### src/rtl/riscv_soft_pkg.sv
// riscv_soft shared types and sizes.
// Imported by writeback, regfile and decode.
package riscv_soft_pkg;

  localparam int XPR_LEN    = 32;
  localparam int NUM_REGS   = 32;
  localparam int REG_ADDR_W = 5;
  localparam int LD_DEPTH   = 4;

  typedef logic [REG_ADDR_W-1:0] reg_addr_t;
  typedef logic [XPR_LEN-1:0]    xpr_t;

endpackage

### src/rtl/riscv_soft_writeback_if.sv
// Writeback bundle: ALU/issue/load inputs,
// hazard queries and the regfile write port.
interface riscv_soft_writeback_if
  import riscv_soft_pkg::*;
();

  logic      alu_valid;
  logic      alu_ready;
  reg_addr_t alu_rd;
  xpr_t      alu_data;

  logic      iss_valid;
  logic      iss_ready;
  reg_addr_t iss_rd;

  logic      ld_valid;
  xpr_t      ld_data;

  reg_addr_t chk_addr_1;
  reg_addr_t chk_addr_2;
  reg_addr_t chk_addr_3;
  logic      busy_1;
  logic      busy_2;
  logic      busy_3;

  logic      wr_en;
  reg_addr_t wr_addr;
  xpr_t      wr_data;
  logic      err_orphan;

  modport slave (
    input  alu_valid, alu_rd, alu_data,
    output alu_ready,
    input  iss_valid, iss_rd,
    output iss_ready,
    input  ld_valid, ld_data,
    input  chk_addr_1, chk_addr_2, chk_addr_3,
    output busy_1, busy_2, busy_3,
    output wr_en, wr_addr, wr_data,
    output err_orphan
  );

  modport master (
    output alu_valid, alu_rd, alu_data,
    input  alu_ready,
    output iss_valid, iss_rd,
    input  iss_ready,
    output ld_valid, ld_data,
    output chk_addr_1, chk_addr_2, chk_addr_3,
    input  busy_1, busy_2, busy_3,
    input  wr_en, wr_addr, wr_data,
    input  err_orphan
  );

endinterface

### src/rtl/riscv_soft_tag_fifo.sv
// In-order destination tags of outstanding loads.
// Extra pointer bit separates full from empty.
module riscv_soft_tag_fifo
  import riscv_soft_pkg::*;
#(
  parameter int DEPTH = LD_DEPTH
) (
  input  logic      clk,
  input  logic      rst_n,
  input  logic      i_push,
  input  logic      i_pop,
  input  reg_addr_t i_data,
  output reg_addr_t o_head,
  output logic      o_full,
  output logic      o_empty
);

  localparam int AW = $clog2(DEPTH);

  logic [AW:0] r_wptr;
  logic [AW:0] r_rptr;
  reg_addr_t   r_mem [DEPTH];

  wire w_push = i_push && !o_full;
  wire w_pop  = i_pop && !o_empty;

  assign o_empty = (r_wptr == r_rptr);
  assign o_full  = (r_wptr[AW] != r_rptr[AW]) &&
                   (r_wptr[AW-1:0] == r_rptr[AW-1:0]);
  assign o_head  = r_mem[r_rptr[AW-1:0]];

  // Pointer advance on accepted push/pop
  always_ff @(posedge clk or negedge rst_n) begin
    if (!rst_n) begin
      r_wptr <= '0;
      r_rptr <= '0;
    end else begin
      if (w_push) r_wptr <= r_wptr + 1'b1;
      if (w_pop)  r_rptr <= r_rptr + 1'b1;
    end
  end

  // Tag storage, no reset needed
  always_ff @(posedge clk) begin
    if (w_push) r_mem[r_wptr[AW-1:0]] <= i_data;
  end

endmodule

### src/rtl/riscv_soft_writeback.sv
// Merges ALU results and load responses into
// one registered regfile write; tracks hazards.
module riscv_soft_writeback
  import riscv_soft_pkg::*;
(
  input logic                    clk,
  input logic                    reset,
  riscv_soft_writeback_if.slave  bus
);

  logic [NUM_REGS-1:0] r_pending;
  logic                r_skid_valid;
  reg_addr_t           r_skid_rd;
  xpr_t                r_skid_data;
  logic                r_wr_en;
  logic                r_wr_ld;
  logic                r_wr_skid;
  reg_addr_t           r_wr_addr;
  xpr_t                r_wr_data;
  logic                r_err;

  logic                w_full;
  logic                w_empty;
  reg_addr_t           w_head;
  logic [NUM_REGS-1:0] w_set;
  logic [NUM_REGS-1:0] w_clr;

  // alu_ready stays low through the cycle the
  // skid entry is visible on the write port
  wire w_alu_ready = reset && !r_skid_valid &&
                     !r_wr_skid;
  wire w_iss_conf  = (bus.iss_rd != '0) &&
                     r_pending[bus.iss_rd];
  wire w_iss_ready = reset && !w_full && !w_iss_conf;
  wire w_alu_fire  = bus.alu_valid && w_alu_ready;
  wire w_iss_fire  = bus.iss_valid && w_iss_ready;
  wire w_ld_pop    = bus.ld_valid && !w_empty;
  wire w_orphan    = bus.ld_valid && w_empty;

  riscv_soft_tag_fifo #(
    .DEPTH (LD_DEPTH)
  ) u_tag_fifo (
    .clk     (clk),
    .rst_n   (reset),
    .i_push  (w_iss_fire),
    .i_pop   (w_ld_pop),
    .i_data  (bus.iss_rd),
    .o_head  (w_head),
    .o_full  (w_full),
    .o_empty (w_empty)
  );

  function automatic logic f_busy(reg_addr_t a);
    logic hit;
    hit = r_pending[a] ||
          (r_skid_valid && r_skid_rd == a) ||
          (r_wr_en && r_wr_addr == a);
    return (a != '0) && hit;
  endfunction

  assign bus.alu_ready  = w_alu_ready;
  assign bus.iss_ready  = w_iss_ready;
  assign bus.busy_1     = f_busy(bus.chk_addr_1);
  assign bus.busy_2     = f_busy(bus.chk_addr_2);
  assign bus.busy_3     = f_busy(bus.chk_addr_3);
  assign bus.wr_en      = r_wr_en;
  assign bus.wr_addr    = r_wr_addr;
  assign bus.wr_data    = r_wr_data;
  assign bus.err_orphan = r_err;

  // Per-register set on issue, clear on commit
  always_comb begin
    w_set = '0;
    w_clr = '0;
    if (w_iss_fire && bus.iss_rd != '0)
      w_set[bus.iss_rd] = 1'b1;
    if (r_wr_en && r_wr_ld)
      w_clr[r_wr_addr] = 1'b1;
  end

  // Pending scoreboard update
  always_ff @(posedge clk or negedge reset) begin
    if (!reset) r_pending <= '0;
    else        r_pending <= (r_pending & ~w_clr) | w_set;
  end

  // Skid captures an ALU result that loses to a load
  always_ff @(posedge clk or negedge reset) begin
    if (!reset) begin
      r_skid_valid <= 1'b0;
      r_skid_rd    <= '0;
      r_skid_data  <= '0;
    end else if (bus.ld_valid && w_alu_fire) begin
      r_skid_valid <= 1'b1;
      r_skid_rd    <= bus.alu_rd;
      r_skid_data  <= bus.alu_data;
    end else if (!bus.ld_valid) begin
      r_skid_valid <= 1'b0;
    end
  end

  // Write port: load, then skid, then fresh ALU
  always_ff @(posedge clk or negedge reset) begin
    if (!reset) begin
      r_wr_en   <= 1'b0;
      r_wr_ld   <= 1'b0;
      r_wr_skid <= 1'b0;
      r_wr_addr <= '0;
      r_wr_data <= '0;
      r_err     <= 1'b0;
    end else begin
      r_err     <= w_orphan;
      r_wr_en   <= 1'b0;
      r_wr_ld   <= 1'b0;
      r_wr_skid <= 1'b0;
      if (w_ld_pop) begin
        r_wr_en   <= (w_head != '0);
        r_wr_ld   <= 1'b1;
        r_wr_addr <= w_head;
        r_wr_data <= bus.ld_data;
      end else if (!bus.ld_valid && r_skid_valid) begin
        r_wr_en   <= (r_skid_rd != '0);
        r_wr_skid <= 1'b1;
        r_wr_addr <= r_skid_rd;
        r_wr_data <= r_skid_data;
      end else if (!bus.ld_valid && w_alu_fire) begin
        r_wr_en   <= (bus.alu_rd != '0);
        r_wr_addr <= bus.alu_rd;
        r_wr_data <= bus.alu_data;
      end
    end
  end

endmodule
### src/flat_wrapper.sv
// flat-port wrapper written by rule: the top's interface ports become plain ports
module riscv_soft_writeback_flat import riscv_soft_pkg::*;
  (clk, reset, bus_alu_valid, bus_alu_rd, bus_alu_data, bus_alu_ready, bus_iss_valid, bus_iss_rd, bus_iss_ready, bus_ld_valid, bus_ld_data, bus_chk_addr_1, bus_chk_addr_2, bus_chk_addr_3, bus_busy_1, bus_busy_2, bus_busy_3, bus_wr_en, bus_wr_addr, bus_wr_data, bus_err_orphan);
  riscv_soft_writeback_if bus_i ();
  input logic clk;
  input logic reset;
  input wire logic [$bits(bus_i.alu_valid)-1:0] bus_alu_valid;
  input wire logic [$bits(bus_i.alu_rd)-1:0] bus_alu_rd;
  input wire logic [$bits(bus_i.alu_data)-1:0] bus_alu_data;
  output wire logic [$bits(bus_i.alu_ready)-1:0] bus_alu_ready;
  input wire logic [$bits(bus_i.iss_valid)-1:0] bus_iss_valid;
  input wire logic [$bits(bus_i.iss_rd)-1:0] bus_iss_rd;
  output wire logic [$bits(bus_i.iss_ready)-1:0] bus_iss_ready;
  input wire logic [$bits(bus_i.ld_valid)-1:0] bus_ld_valid;
  input wire logic [$bits(bus_i.ld_data)-1:0] bus_ld_data;
  input wire logic [$bits(bus_i.chk_addr_1)-1:0] bus_chk_addr_1;
  input wire logic [$bits(bus_i.chk_addr_2)-1:0] bus_chk_addr_2;
  input wire logic [$bits(bus_i.chk_addr_3)-1:0] bus_chk_addr_3;
  output wire logic [$bits(bus_i.busy_1)-1:0] bus_busy_1;
  output wire logic [$bits(bus_i.busy_2)-1:0] bus_busy_2;
  output wire logic [$bits(bus_i.busy_3)-1:0] bus_busy_3;
  output wire logic [$bits(bus_i.wr_en)-1:0] bus_wr_en;
  output wire logic [$bits(bus_i.wr_addr)-1:0] bus_wr_addr;
  output wire logic [$bits(bus_i.wr_data)-1:0] bus_wr_data;
  output wire logic [$bits(bus_i.err_orphan)-1:0] bus_err_orphan;
  assign bus_i.alu_valid = bus_alu_valid;
  assign bus_i.alu_rd = bus_alu_rd;
  assign bus_i.alu_data = bus_alu_data;
  assign bus_alu_ready = bus_i.alu_ready;
  assign bus_i.iss_valid = bus_iss_valid;
  assign bus_i.iss_rd = bus_iss_rd;
  assign bus_iss_ready = bus_i.iss_ready;
  assign bus_i.ld_valid = bus_ld_valid;
  assign bus_i.ld_data = bus_ld_data;
  assign bus_i.chk_addr_1 = bus_chk_addr_1;
  assign bus_i.chk_addr_2 = bus_chk_addr_2;
  assign bus_i.chk_addr_3 = bus_chk_addr_3;
  assign bus_busy_1 = bus_i.busy_1;
  assign bus_busy_2 = bus_i.busy_2;
  assign bus_busy_3 = bus_i.busy_3;
  assign bus_wr_en = bus_i.wr_en;
  assign bus_wr_addr = bus_i.wr_addr;
  assign bus_wr_data = bus_i.wr_data;
  assign bus_err_orphan = bus_i.err_orphan;
  riscv_soft_writeback u_core (.clk(clk), .reset(reset), .bus(bus_i));
endmodule
### config.mk
export PLATFORM = sky130hd
export DESIGN_NAME = riscv_soft_writeback_flat
export DESIGN_NICKNAME = d
export VERILOG_FILES = /design/src/rtl/riscv_soft_pkg.sv /design/src/rtl/riscv_soft_writeback_if.sv /design/src/rtl/riscv_soft_tag_fifo.sv /design/src/rtl/riscv_soft_writeback.sv /design/src/flat_wrapper.sv
export SDC_FILE = /design/constraint.sdc
export NUM_CORES = 1
export LEC_CHECK = 0
export CORE_UTILIZATION = 43
export CTS_CLUSTER_SIZE = 14
export DETAILED_ROUTE_END_ITERATION = 10
export PLACE_DENSITY = 0.67
export SLEW_MARGIN = 20
export SYNTH_ARGS = -nofsm -noshare
export SYNTH_HDL_FRONTEND = slang
export SYNTH_HIERARCHICAL = 1
export SYNTH_SLANG_ARGS = --single-unit
### constraint.sdc
create_clock -name clk -period 4.28 [get_ports clk]
set_input_delay 0.642 -clock clk [delete_from_list [all_inputs] [get_ports clk]]
set_output_delay 0.642 -clock clk [all_outputs]
set_load 0.03 [all_outputs]
Yosys cells after proc, flatten, opt, wreduce, memory -nomap -nowiden
Memories as Yosys holds them, arrays and structs flattened.
Index checks and enable logic that the tools add are counted.
{ "word_totals": {"reg_bits": 117, "ram_bits": 20, "in_bits": 94, "output_inout_bits": 44, "wordCells": 113, "memories": 1} }
{ "mem_list": {"columns": ["memory", "depth", "word_bits", "read_ports", "rd_clocked_by_memory_dff", "wr", "line", "source"], "rows": [
  ["u_core.u_tag_fifo.r_mem", 4, 5, 1, 0, 1, "riscv_soft_tag_fifo.sv:22", "reg_addr_t r_mem [DEPTH];"]
]} }
{ "classes": {"n_addsub": 2, "magnitude_cmp": 7, "eq_ne": 10, "mux": 30, "n_bitwise": 3, "reduce_logical": 48} }
{ "op_table": {"columns": ["cell", "count"], "rows": [
  ["2-to-1 mux 32 bit", 5],
  ["nonzero test 5 bit", 7],
  ["bitwise AND 32 bit", 1],
  ["inverter 32 bit", 1],
  ["OR 32 bit", 1],
  ["== test 5 bit", 6],
  ["less-than comparator 5 x 6 -> 1 bit, second input constant", 5],
  ["logical AND 1 bit", 28],
  ["binary-select mux 1 bit (select 5 bit)", 4],
  ["2-to-1 mux 1 bit", 16],
  ["2-to-1 mux 5 bit", 3],
  ["demux 1 bit (select 5 bit)", 2],
  ["greater-or-equal comparator 5 x 1 -> 1 bit, second input constant", 2],
  ["adder 3 x 1 -> 3 bit, second input constant", 2],
  ["logical NOT 1 bit", 6],
  ["logical OR 1 bit", 6],
  ["== test 3 bit", 1],
  ["nonzero test 3 bit", 1],
  ["== test 2 bit", 1],
  ["!= test 2 x 1 -> 1 bit, second input constant", 1],
  ["!= test 1 bit", 1]
]} }

Logic depth before layout (Yosys ltp)
Gate-level depths: netlist (run 1).
{ "logic_depth": {"word_depth": 9, "mapped_depth": 11, "mapped_depth_nobuf": 8} }

By module
The synthesis (run 1) kept the hierarchy.
{ "modules_own_cells": {"columns": ["module", "instances", "cells_each", "area_per_inst_um2", "seq_area_each_um2"], "rows": [
  ["riscv_soft_writeback", 1, 636, 6515.0, 2777.7],
  ["riscv_soft_tag_fifo", 1, 75, 1249.9, 750.7]
]} }

Least setup slack after synthesis (run 1)
Ideal clock, no wire load.
{ "synth_timing": {"path_type": "input to output", "startpoint": "input port bus_iss_rd[1]", "endpoint": "output port bus_iss_ready", "arrival_time_ps": 2540, "required_time_ps": 3638, "setup_slack_ps": 1098, "cell_stages": 7, "n_path_buf": 2, "path_cell_list": "buf_6 -> mux4_2 -> and2_4 -> o311ai_4 -> o221ai_2 -> buf_6 -> a21oi_1"} }
{ "synth_between": {"elab_chain_cells": 5, "word_cells_on_any_way": 6, "cone_classes": "2 x mux; 4 x reduce/logical"} }
{ "synth_rtl": {"columns": ["item", "line", "source"], "rows": [
  ["start, declared", "flat_wrapper.sv:12", "input wire logic [$bits(bus_i.iss_rd)-1:0] bus_iss_rd;"],
  ["binary-select mux 1 bit (select 5 bit)", "riscv_soft_writeback.sv:33", "r_pending[bus.iss_rd];"],
  ["2-to-1 mux 1 bit (not written as such)", "riscv_soft_writeback.sv:33", null],
  ["logical AND 1 bit *", "riscv_soft_writeback.sv:32", "wire w_iss_conf = (bus.iss_rd != '0) &&"],
  ["logical NOT 1 bit *", "riscv_soft_writeback.sv:34", "wire w_iss_ready = reset && !w_full && !w_iss_conf;"],
  ["logical AND 1 bit *", "riscv_soft_writeback.sv:34", null],
  ["end, declared", "flat_wrapper.sv:13", "output wire logic [$bits(bus_i.iss_ready)-1:0] bus_iss_ready;"]
]} }
Every way passes the cells marked *; elsewhere a longest branch is shown, timed or not. The select of a mux whose other input is x is not followed.

Worst setup path after layout (run 1)
{ "layout_timing": {"startpoint": "input port bus_chk_addr_1[0]", "endpoint": "output port bus_busy_1"} }
{ "layout_between": {"elab_chain_cells": 5, "word_cells_on_any_way": 10, "cone_classes": "2 x eq/ne; 2 x mux; 6 x reduce/logical"} }
{ "layout_rtl": {"columns": ["item", "line", "source"], "rows": [
  ["start, declared", "flat_wrapper.sv:16", "input wire logic [$bits(bus_i.chk_addr_1)-1:0] bus_chk_addr_1;"],
  ["binary-select mux 1 bit (select 5 bit) / == test 5 bit (equally long branches)", "riscv_soft_writeback.sv:55, riscv_soft_writeback.sv:56", null],
  ["2-to-1 mux 1 bit (not written as such) / logical AND 1 bit (equally long branches)", "riscv_soft_writeback.sv:55, riscv_soft_writeback.sv:56", null],
  ["logical OR 1 bit", "riscv_soft_writeback.sv:55", "hit = r_pending[a] ||"],
  ["logical OR 1 bit", "riscv_soft_writeback.sv:56", "(r_skid_valid && r_skid_rd == a) ||"],
  ["logical AND 1 bit *", "riscv_soft_writeback.sv:58", "return (a != '0) && hit;"],
  ["end, declared", "flat_wrapper.sv:19", "output wire logic [$bits(bus_i.busy_1)-1:0] bus_busy_1;"]
]} }
Marks and branches as above.

==> impl_summary.txt, run 1 <==
----------------------------------------------------
[Run status]
  Outcome ... completed

[Clock network]
  Total clock sinks ... 137
  Total CTS buffers ... 17
  TritonCTS clock tree ... built
  Number of buffers inserted for hold repair after clock tree synthesis ... 0
  Clock insertion delay at the later pin of the skew report ... 420 ps
  Post-CTS Repair Setup Buffers ... 0
  Number of H-tree branching levels ... 4
  Clock transition time at the flip-flop clock pins of the worst setup and hold paths ... 60 ps
  Count of instances resized after the clock tree is built ... 0
  Bufs on Longest Clock Path ... 2
  CTS Root Buffer Type ... sky130_fd_sc_hd__clkbuf_16

[Routing]
  Count of routing violations after the opening detailed-route iteration ... 612
  Average via count per standard cell ... 6.114
  First-pass iteration count of the detailed router ... 5
  Via total after detailed routing ... 6493
  Routed Antenna Nets ... 0
  Routed WL per cell ... 22.00 µm
  Detailed-route wire length ... 23360 µm
  DRC violations left ... 0

[Logic synthesis]
  Async SR Flop Fraction ... 85.40%
  Sequential-to-total area share from yosys stat ... 45.44%
  Synthesis Warnings ... 6
  Post-synth net total ... 810
  Yosys cell types ... 57
  Main synth FF type ... sky130_fd_sc_hd__dfrtp_1
  Synthesis-stage register bit count ... 137
  Cell with the most instances after synthesis ... sky130_fd_sc_hd__dfrtp_1
  Top cells by instance count after synthesis ... sky130_fd_sc_hd__dfrtp_1, sky130_fd_sc_hd__o31ai_1, sky130_fd_sc_hd__nand2_1
  Cell accounting for the most synthesized area ... sky130_fd_sc_hd__dfrtp_1
  Number of enable-type register cells in the synthesized netlist ... 20
  Cells taking the most area after synthesis ... sky130_fd_sc_hd__dfrtp_1, sky130_fd_sc_hd__mux4_2, sky130_fd_sc_hd__edfxtp_1
  Mean post-synth cell area ... 10.92 µm²
  Proportion of netlist area held by the largest area contributor ... 37.71%
  Cell area after synthesis ... 7765 µm²
  Gate Count Post-Synth ... 711

[Critical path]
  Delay of the slowest cell on the worst path ... 870 ps
  Launching element type of the critical path ... input port
  Critical path class ... in2out
  Worst EP arrival ... 3230 ps
  Category of the worst setup path capture point ... output port
  Ordered list of cells on the worst path ... clkdlybuf4s50_1, mux4_2, mux2i_1, mux4_2, a21oi_1, clkdlybuf4s50_1
  Largest driver fanout on the critical path ... 11
  Critical path data required time ... 3640 ps
  Critical-path cell with the highest stage delay ... sky130_fd_sc_hd__clkdlybuf4s50_1

[STA]
  Post-route minimum period ... 3876 ps
  Max-slew headroom at the worst pin ... 29.98%
  Endpoints failing hold ... 0
  Unrepaired setup endpoints after global routing ... false
  Pins Over Slew Limit ... 0
  Worst clock skew ... 12.10 ps
  Max Freq ... 0.2580 GHz
  Ratio of final minimum period to clock period ... 90.56%
  Measured slew at the worst slew-check pin ... 1049 ps
  Final WS setup ... 403.9 ps
  Number of failing setup endpoints in the final timing report ... 0
  Setup TNS ... 0 ps

[Placed design]
  Count of buffers from port buffering ... 137
  GPL Wtd Cong ... 0.9861
  DPL Wire Length ... 16150 µm
  Post-place setup slack ... 370.2 ps

[Power]
  Power density over the cells ... 661.0 nW/µm²
  Highest ir drop seen on vdd ... 417.1 µV
  Leak pwr ... 3.773 nW

[Global route]
  Maximum number of pins on one net before global-route repair ... 79
  Via count of the first global-routing pass ... 6404
  Global-route wire length before repair ... 35850 µm
  Global route overflow ... 0
  Global-route total usage across every layer ... 25.91%
  Initial antenna violation count ... 1

[Cells and area]
  Share of layout cells above drive strength 1 ... 16.75%
  Area taken by multi-input logic gates ... 3928 µm²
  Growth of design area from synthesis to finish ... 27.30%
  Fill cell instance count of the final layout ... 1484
  Final net count ... 922
  Sequential cell area in the final layout ... 3528 µm²

[Die]
  Total I/O pin count ... 138
  Core Footprint ... 17480 µm²
  Die area ... 18600 µm²
  Width of the die ... 136.4 µm
  Number of placement rows ... 48
  Initial Util ... 44.43%
  Die Height ... 136.4 µm

[Job]
  Max-cap check violation count ... 0

[Hold path]
  Worst hold path type ... in2async

----------------------------------------------------
## per-layer routing
| metal | wire length [µm] | share of wire (%) | vias up | GRT usage (%) |
|---|---|---|---|---|
| met5 | 0 | 0 | - | 0 |
| met1 | 9775 | 42 | 3210 | 34.88 |
| met2 | 11060 | 47 | 340 | 40.36 |
| met4 | 563 | 2.4 | 0 | 10.49 |
| li1 | - | - | 2887 | - |
| met3 | 1960 | 8.4 | 56 | 5.891 |
## worst max-delay path, delay by kind of cell
family,cells,cell delay [ps]
muxes,3,870
AOI/OAI and AO/OA,1,150
buffers and inverters,2,1560
## path summary, 6_finish.rpt
kind,cells after the start,endpoint,slack [ps],start
max reg2reg,7,u_core/u_tag_fifo/r_mem[3][2],1420,u_core/r_pending[25]
max in group asynchronous,4,u_core/bus.wr_data[12],2910,reset
max,6,bus_busy_1,400,bus_chk_addr_1[0]
min,2,u_core/r_skid_rd[2],320,reset
min reg2reg,2,u_core/bus.wr_data[13],480,u_core/bus.wr_data[13]
min in group clk,2,u_core/bus.wr_data[13],480,u_core/bus.wr_data[13]
## kinds of logic after synthesis
family,share of synthesized area [%]
buf+inv,4.141
compound gates,16.21
mux,16.68
simple gates,11.94
flops,45.44
fa+ha+maj,0.8057
xor+xnor,4.786
## placed cells by master (no fill, tap or decap), drive strengths merged, types with 3 or more instances in the layout
cell,Yosys,routed
a21oi,9,9
a22oi,4,4
edfxtp,20,20
xor2,28,28
nor2,55,55
buf,24,20
nor2b,10,10
clkdlybuf4s50,0,135
nand3b,4,4
mux4,30,30
nand2,58,58
nor4,8,8
xnor2,11,11
dfrtp,117,117
nand3,15,15
o21ai,32,32
clkbuf,38,23
nand2b,13,13
a31oi,5,5
mux2,39,39
nor3b,3,3
mux2i,18,18
and2,4,4
o22ai,39,39
ha,5,5
o32ai,4,4
inv,10,12
and3,6,6
nor3,8,8
clkinvlp,0,5
o31ai,73,73
## per-stage QoR
stage,utilization (%),total power [mW],std cells,cell area [µm²],hold WS [ps]
finish,56.56,6.534,1062,9884,318.4
global route,56.54,6.855,1061,9882,356.7
CTS,56.39,6.519,1060,9854,341.9
detailed placement,53.04,5.080,1028,9269,466.1
global placement,53.04,4.993,1028,9269,459.8
floorplan,-,4.006,711,7765,346.4
## final cells by class
cell class / instances / area share (%)
Inverter: 10 / 0.3797
Clock buffer: 23 / 5.038
Multi-Input combinational cell: 502 / 39.73
Timing Repair Buffer: 155 / 15.39
Clock inverter: 9 / 0.8861
Tap cell: 225 / 2.848
Antenna cell: 1 / 0.02532
Sequential cell: 137 / 35.70
## power breakdown
part / leakage (nW) / switching (mW) / internal, mW
registers: 1.52 / 0.659 / 1.75
logic: 1.98 / 1.46 / 1.23
clock network: 0.274 / 0.558 / 0.877
total: 3.77 / 2.67 / 3.86
## sequential cells by signal (all words and copies together) (netlist names), 3 cells and up
signal	cells
u_core/r_skid_data	32
u_core/u_tag_fifo/r_wptr	3
u_core/r_pending	32
u_core/bus.wr_addr	5
u_core/r_skid_rd	5
u_core/u_tag_fifo/r_mem	20
u_core/bus.wr_data	32
u_core/u_tag_fifo/r_rptr	3
Power figures use the tool's default switching activity.
==> run 2, diff against run 1 <==
- CORE_UTILIZATION: 43 -> 50
- PLACE_DENSITY: 0.67 -> 0.76
==> run 2 against run 1 <==
  * Die area is 14% lower
  * Clock power up 3%
  * Total power up 0.12%
  * Design area decreased by 0.71%
==> impl_summary.txt, run 2 (synthesis results as in run 1) <==
----------------------------------------------------
[Cells and area]
  Most frequent cells in the layout ... sky130_fd_sc_hd__clkdlybuf4s50_1, sky130_fd_sc_hd__dfrtp_1, sky130_fd_sc_hd__o31ai_1
  Number of antenna diodes ... 0
  Share of layout cells above drive strength 1 ... 16.65%
  Final net count ... 921
  Growth of design area from synthesis to finish ... 26.39%
  Area of all placed cells without fillers ... 9814 µm²
  Final standard cell count with taps included and fillers excluded ... 1023
  Most common library cell in the layout ignoring fill and taps ... sky130_fd_sc_hd__clkdlybuf4s50_1

[Die]
  Total I/O pin count ... 138
  Die Height ... 126.6 µm
  Die area ... 16030 µm²
  Width of the die ... 126.6 µm
  Number of placement rows ... 45
  Core Footprint ... 15200 µm²
  Initial Util ... 51.08%

[STA]
  Measured slew at the worst slew-check pin ... 1064 ps
  Max Freq ... 0.2618 GHz
  Unrepaired setup endpoints after global routing ... false
  Worst clock skew ... 11.13 ps
  Post-route minimum period ... 3820 ps
  Pins Over Slew Limit ... 0
  Number of failing setup endpoints in the final timing report ... 0
  Endpoints failing hold ... 0
  Setup TNS ... 0 ps
  Max-slew headroom at the worst pin ... 28.97%
  Ratio of final minimum period to clock period ... 89.25%

[Global route]
  Maximum number of pins on one net before global-route repair ... 69
  Via count of the first global-routing pass ... 6631
  Global-route wire length before repair ... 35700 µm
  Global route overflow ... 0
  Initial antenna violation count ... 0
  Global-route total usage across every layer ... 29.14%

[Routing]
  Detailed-route wire length ... 22600 µm
  First-pass iteration count of the detailed router ... 6
  Via total after detailed routing ... 6586
  Average via count per standard cell ... 6.438
  Routed WL per cell ... 22.09 µm
  Routed Antenna Nets ... 0
  Count of routing violations after the opening detailed-route iteration ... 621
  DRC violations left ... 0

[Critical path]
  Launching element type of the critical path ... input port
  Critical path class ... in2out
  Worst EP arrival ... 3180 ps
  Critical path data required time ... 3640 ps
  Category of the worst setup path capture point ... output port
  Largest driver fanout on the critical path ... 9

[Run status]
  Outcome ... completed

[Clock network]
  Number of buffers inserted for hold repair after clock tree synthesis ... 0
  TritonCTS clock tree ... built
  Bufs on Longest Clock Path ... 2
  Post-CTS Repair Setup Buffers ... 0
  Clock transition time at the flip-flop clock pins of the worst setup and hold paths ... 60 ps
  Total clock sinks ... 137
  Number of H-tree branching levels ... 4
  CTS Root Buffer Type ... sky130_fd_sc_hd__clkbuf_16
  Total CTS buffers ... 17
  Clock insertion delay at the later pin of the skew report ... 420 ps
  Count of instances resized after the clock tree is built ... 0

[Placed design]
  GPL Wtd Cong ... 0.9462
  Instance area after placement ... 9223 µm²
  Count of buffers from port buffering ... 137
  DP Cell Count ... 991
  DPL Wire Length ... 15780 µm

[Hold path]
  Worst hold path type ... in2async

[Power]
  Power density over the cells ... 666.5 nW/µm²
  Highest ir drop seen on vdd ... 356.9 µV
  Leak pwr ... 3.771 nW

[Job]
  Max-cap check violation count ... 0

----------------------------------------------------
==> run 2: cell count changes in the layout (fill, tap and decap cells not counted), sizes merged <==
cell	before	now
clkbuf	23	18
inv	12	17
clkinvlp	5	2
clkinv	1	3
buf	20	19
bufinv	1	2
diode	1	0
==> run 2: final cells by class <==
type | count | area, µm²
Fill cell | 1108 | 5388
Multi-Input combinational cell | 502 | 3928
Timing Repair Buffer | 154 | 1494
Sequential cell | 137 | 3528
Clock inverter | 14 | 162.7
Clock buffer | 18 | 429.2
Tap cell | 188 | 235.2
Inverter | 10 | 37.54
==> run 2: worst paths after layout <==
check                                    endpoint  slack [ps]  cells after the start                   startpoint
max                                    bus_busy_2         460                      7            bus_chk_addr_2[0]
min                        u_core/bus.wr_data[29]         390                      2                        reset
max reg2reg                u_core/bus.wr_data[11]        1280                      7  u_core/u_tag_fifo/r_rptr[0]
min reg2reg                u_core/bus.wr_data[23]         480                      2       u_core/bus.wr_data[23]
max in group asynchronous  u_core/r_skid_data[27]        2540                      3                        reset
min in group clk           u_core/bus.wr_data[23]         480                      2       u_core/bus.wr_data[23]
==> run 2: where the power goes <==
group,total [mW],internal (mW),switching (mW)
logic,2.70,1.23,1.48
clock network,1.47,0.873,0.593
registers,2.37,1.75,0.619
==> run 2: critical path: stages <==
cell                              delay, ps
sky130_fd_sc_hd__clkdlybuf4s50_1        850
sky130_fd_sc_hd__mux4_2                 580
sky130_fd_sc_hd__a22oi_1                220
sky130_fd_sc_hd__nand4_1                120
sky130_fd_sc_hd__nand2_1                 90
sky130_fd_sc_hd__a22oi_1                 80
sky130_fd_sc_hd__clkdlybuf4s50_1        600
==> run 2: routing by layer <==
layer,part of all wire (%),up-vias,global-route usage [%]
li1,-,2881,-
met1,41,3265,38.13
met2,47,372,46.21
met3,8.4,68,6.833
met4,3.4,0,13.47
met5,0,-,0
==> run 2: metrics by stage <==
step / util (%) / total power, mW / hold slack, ps / setup WS (ps)
after global routing: 64.56 / 6.845 / 446.1 / 318.4
final: 64.56 / 6.541 / 391.8 / 460.0
after floorplan: - / 4.006 / 346.4 / 1098
after CTS: 64.56 / 6.507 / 405.2 / 432.0
after detailed placement: 60.67 / 5.032 / 466.0 / 439.3
after global placement: 60.67 / 4.943 / 459.6 / 460.4
==> run 3, diff against run 2 <==
- CORE_ASPECT_RATIO: default -> 1.4
==> run 3 against run 2 <==
  * Register-to-register slack better by 60 ps
  * Clock power is 5% lower
  * First-iteration DRC count is 16% lower
  * Count of clock-buffer cells in the layout stayed put
  * Die area hardly changed
  * Critical endpoint is now bus_busy_1
  * Largest cell class unchanged
  * Core utilization is 0.25 points higher
  * Hold slack worse by 60 ps
  * Critical path type unchanged
  * Maximum frequency is 3.3% lower
  * Combinational power hardly changed
  * Wire length is 2.0% higher
==> impl_summary.txt, run 3 (synthesis results as in run 1) <==
----------------------------------------------------
[Cells and area]
  Most frequent cells in the layout ... sky130_fd_sc_hd__clkdlybuf4s50_1, sky130_fd_sc_hd__dfrtp_1, sky130_fd_sc_hd__o31ai_1
  Final standard cell count with taps included and fillers excluded ... 1027
  Share of layout cells above drive strength 1 ... 16.89%
  Most common library cell in the layout ignoring fill and taps ... sky130_fd_sc_hd__clkdlybuf4s50_1
  Number of antenna diodes ... 0
  Final net count ... 921
  Fill cell instance count of the final layout ... 1184
  Area of all placed cells without fillers ... 9798 µm²
  Growth of design area from synthesis to finish ... 26.18%

[Die]
  Die area ... 16040 µm²
  Die Height ... 149.5 µm
  Initial Util ... 51.36%
  Core Footprint ... 15120 µm²
  Total I/O pin count ... 138
  Number of placement rows ... 53
  Width of the die ... 107.3 µm

[Clock network]
  Number of H-tree branching levels ... 4
  Clock transition time at the flip-flop clock pins of the worst setup and hold paths ... 60 ps
  Clock insertion delay at the later pin of the skew report ... 420 ps
  CTS Root Buffer Type ... sky130_fd_sc_hd__clkbuf_16
  Number of buffers inserted for hold repair after clock tree synthesis ... 0
  Bufs on Longest Clock Path ... 2
  Total CTS buffers ... 17
  Count of instances resized after the clock tree is built ... 0
  Post-CTS Repair Setup Buffers ... 0
  TritonCTS clock tree ... built
  Total clock sinks ... 137

[Critical path]
  Category of the worst setup path capture point ... output port
  Worst flop-to-flop path startpoint ... u_core/u_tag_fifo/r_rptr[0]
  Worst EP arrival ... 3310 ps
  R2R setup slack ... 1340 ps
  Timing startpoint of the critical path ... bus_chk_addr_1[0]
  Largest driver fanout on the critical path ... 11
  Critical path class ... in2out
  Worst reg2reg path depth ... 8
  Launching element type of the critical path ... input port
  Capture point of the worst reg-to-reg path ... u_core/bus.wr_data[15]
  Critical path data required time ... 3640 ps

[STA]
  Max-slew headroom at the worst pin ... 30.18%
  Worst hold margin ... 331.9 ps
  Unrepaired setup endpoints after global routing ... false
  Measured slew at the worst slew-check pin ... 1046 ps
  Setup TNS ... 0 ps
  Ratio of final minimum period to clock period ... 92.32%
  Max Freq ... 0.2531 GHz
  Final WS setup ... 328.9 ps
  Pins Over Slew Limit ... 0
  Post-route minimum period ... 3951 ps
  Number of failing setup endpoints in the final timing report ... 0
  Worst clock skew ... 9.213 ps
  Endpoints failing hold ... 0

[Hold path]
  Worst hold path type ... in2async

[Global route]
  Via count of the first global-routing pass ... 6772
  Global route overflow ... 0
  Maximum number of pins on one net before global-route repair ... 73
  Global-route total usage across every layer ... 29.88%
  Initial antenna violation count ... 0
  Global-route wire length before repair ... 36270 µm

[Placed design]
  Count of buffers from port buffering ... 137
  Post-place setup slack ... 340.3 ps
  Instance area after placement ... 9225 µm²
  DPL Wire Length ... 16120 µm
  DP Cell Count ... 995
  GPL Wtd Cong ... 0.9917

[Routing]
  Detailed-route wire length ... 23050 µm
  DRC violations left ... 0
  Routed Antenna Nets ... 0
  Routed WL per cell ... 22.44 µm
  Count of routing violations after the opening detailed-route iteration ... 519
  First-pass iteration count of the detailed router ... 7
  Via total after detailed routing ... 6615
  Average via count per standard cell ... 6.441

[Power]
  Proportion of power drawn by the clock network ... 21.6%
  Net switching fraction of the power ... 41.95%
  Combinational group share of total power ... 41.5%
  Reg power frac ... 36.8%
  Leak pwr ... 3.762 nW
  Highest ir drop seen on vdd ... 375.3 µV
  Internal power ... 3.761 mW
  Switching power ... 2.719 mW
  Power density over the cells ... 661.3 nW/µm²

[Job]
  Max-cap check violation count ... 0

[Run status]
  Outcome ... completed

----------------------------------------------------
## run 3: layer usage
layer | vias up | GRT usage, % | part of all wire (%)
met5 | - | 0 | 0
met4 | 0 | 16.71 | 4.6
met3 | 94 | 5.139 | 7.6
met2 | 360 | 51.65 | 51
met1 | 3269 | 35.02 | 37
li1 | 2892 | - | -
## run 3: power by group through the flow
stage          combinational, mW  clock, mW  sequential (mW)
2_1_floorplan               1.59          0             2.41
3_3_place_gp                2.60          0             2.35
3_5_place_dp                2.68          0             2.37
4_1_cts                     2.69       1.42             2.35
5_1_grt                     2.91       1.47             2.41
6_report                    2.69       1.40             2.39
## run 3: final cells by class
cell class | instances | area, µm² | area share (%)
sequential | 137 | 3528 | 36.01
tap | 192 | 240.2 | 2.452
inverter | 10 | 37.54 | 0.3831
clock buffer | 18 | 439.2 | 4.482
clock inverter | 14 | 133.9 | 1.366
multi-input combinational | 502 | 3928 | 40.08
timing repair buffer | 154 | 1491 | 15.22
## run 3: critical path: stages
cell and delay (ps):
sky130_fd_sc_hd__clkdlybuf4s50_1 880, sky130_fd_sc_hd__mux4_2 350, sky130_fd_sc_hd__mux2i_1 70, sky130_fd_sc_hd__mux4_2 490
sky130_fd_sc_hd__a21oi_1 170, sky130_fd_sc_hd__clkdlybuf4s50_1 710
## run 3: through the flow
step           total power [mW]  util, %
2_1_floorplan             4.006        -
3_3_place_gp              4.952    61.01
3_5_place_dp              5.054    61.01
4_1_cts                   6.457    64.80
5_1_grt                   6.792    64.80
6_report                  6.480    64.80
## run 3: how the worst max path moves through the flow
stage                    endpoint  cells past startpoint
detailed placement     bus_busy_1                      6
global route           bus_busy_1                      6
finish                 bus_busy_1                      6
global placement       bus_busy_1                      6
floorplan           bus_iss_ready                      7
CTS                    bus_busy_1                      6
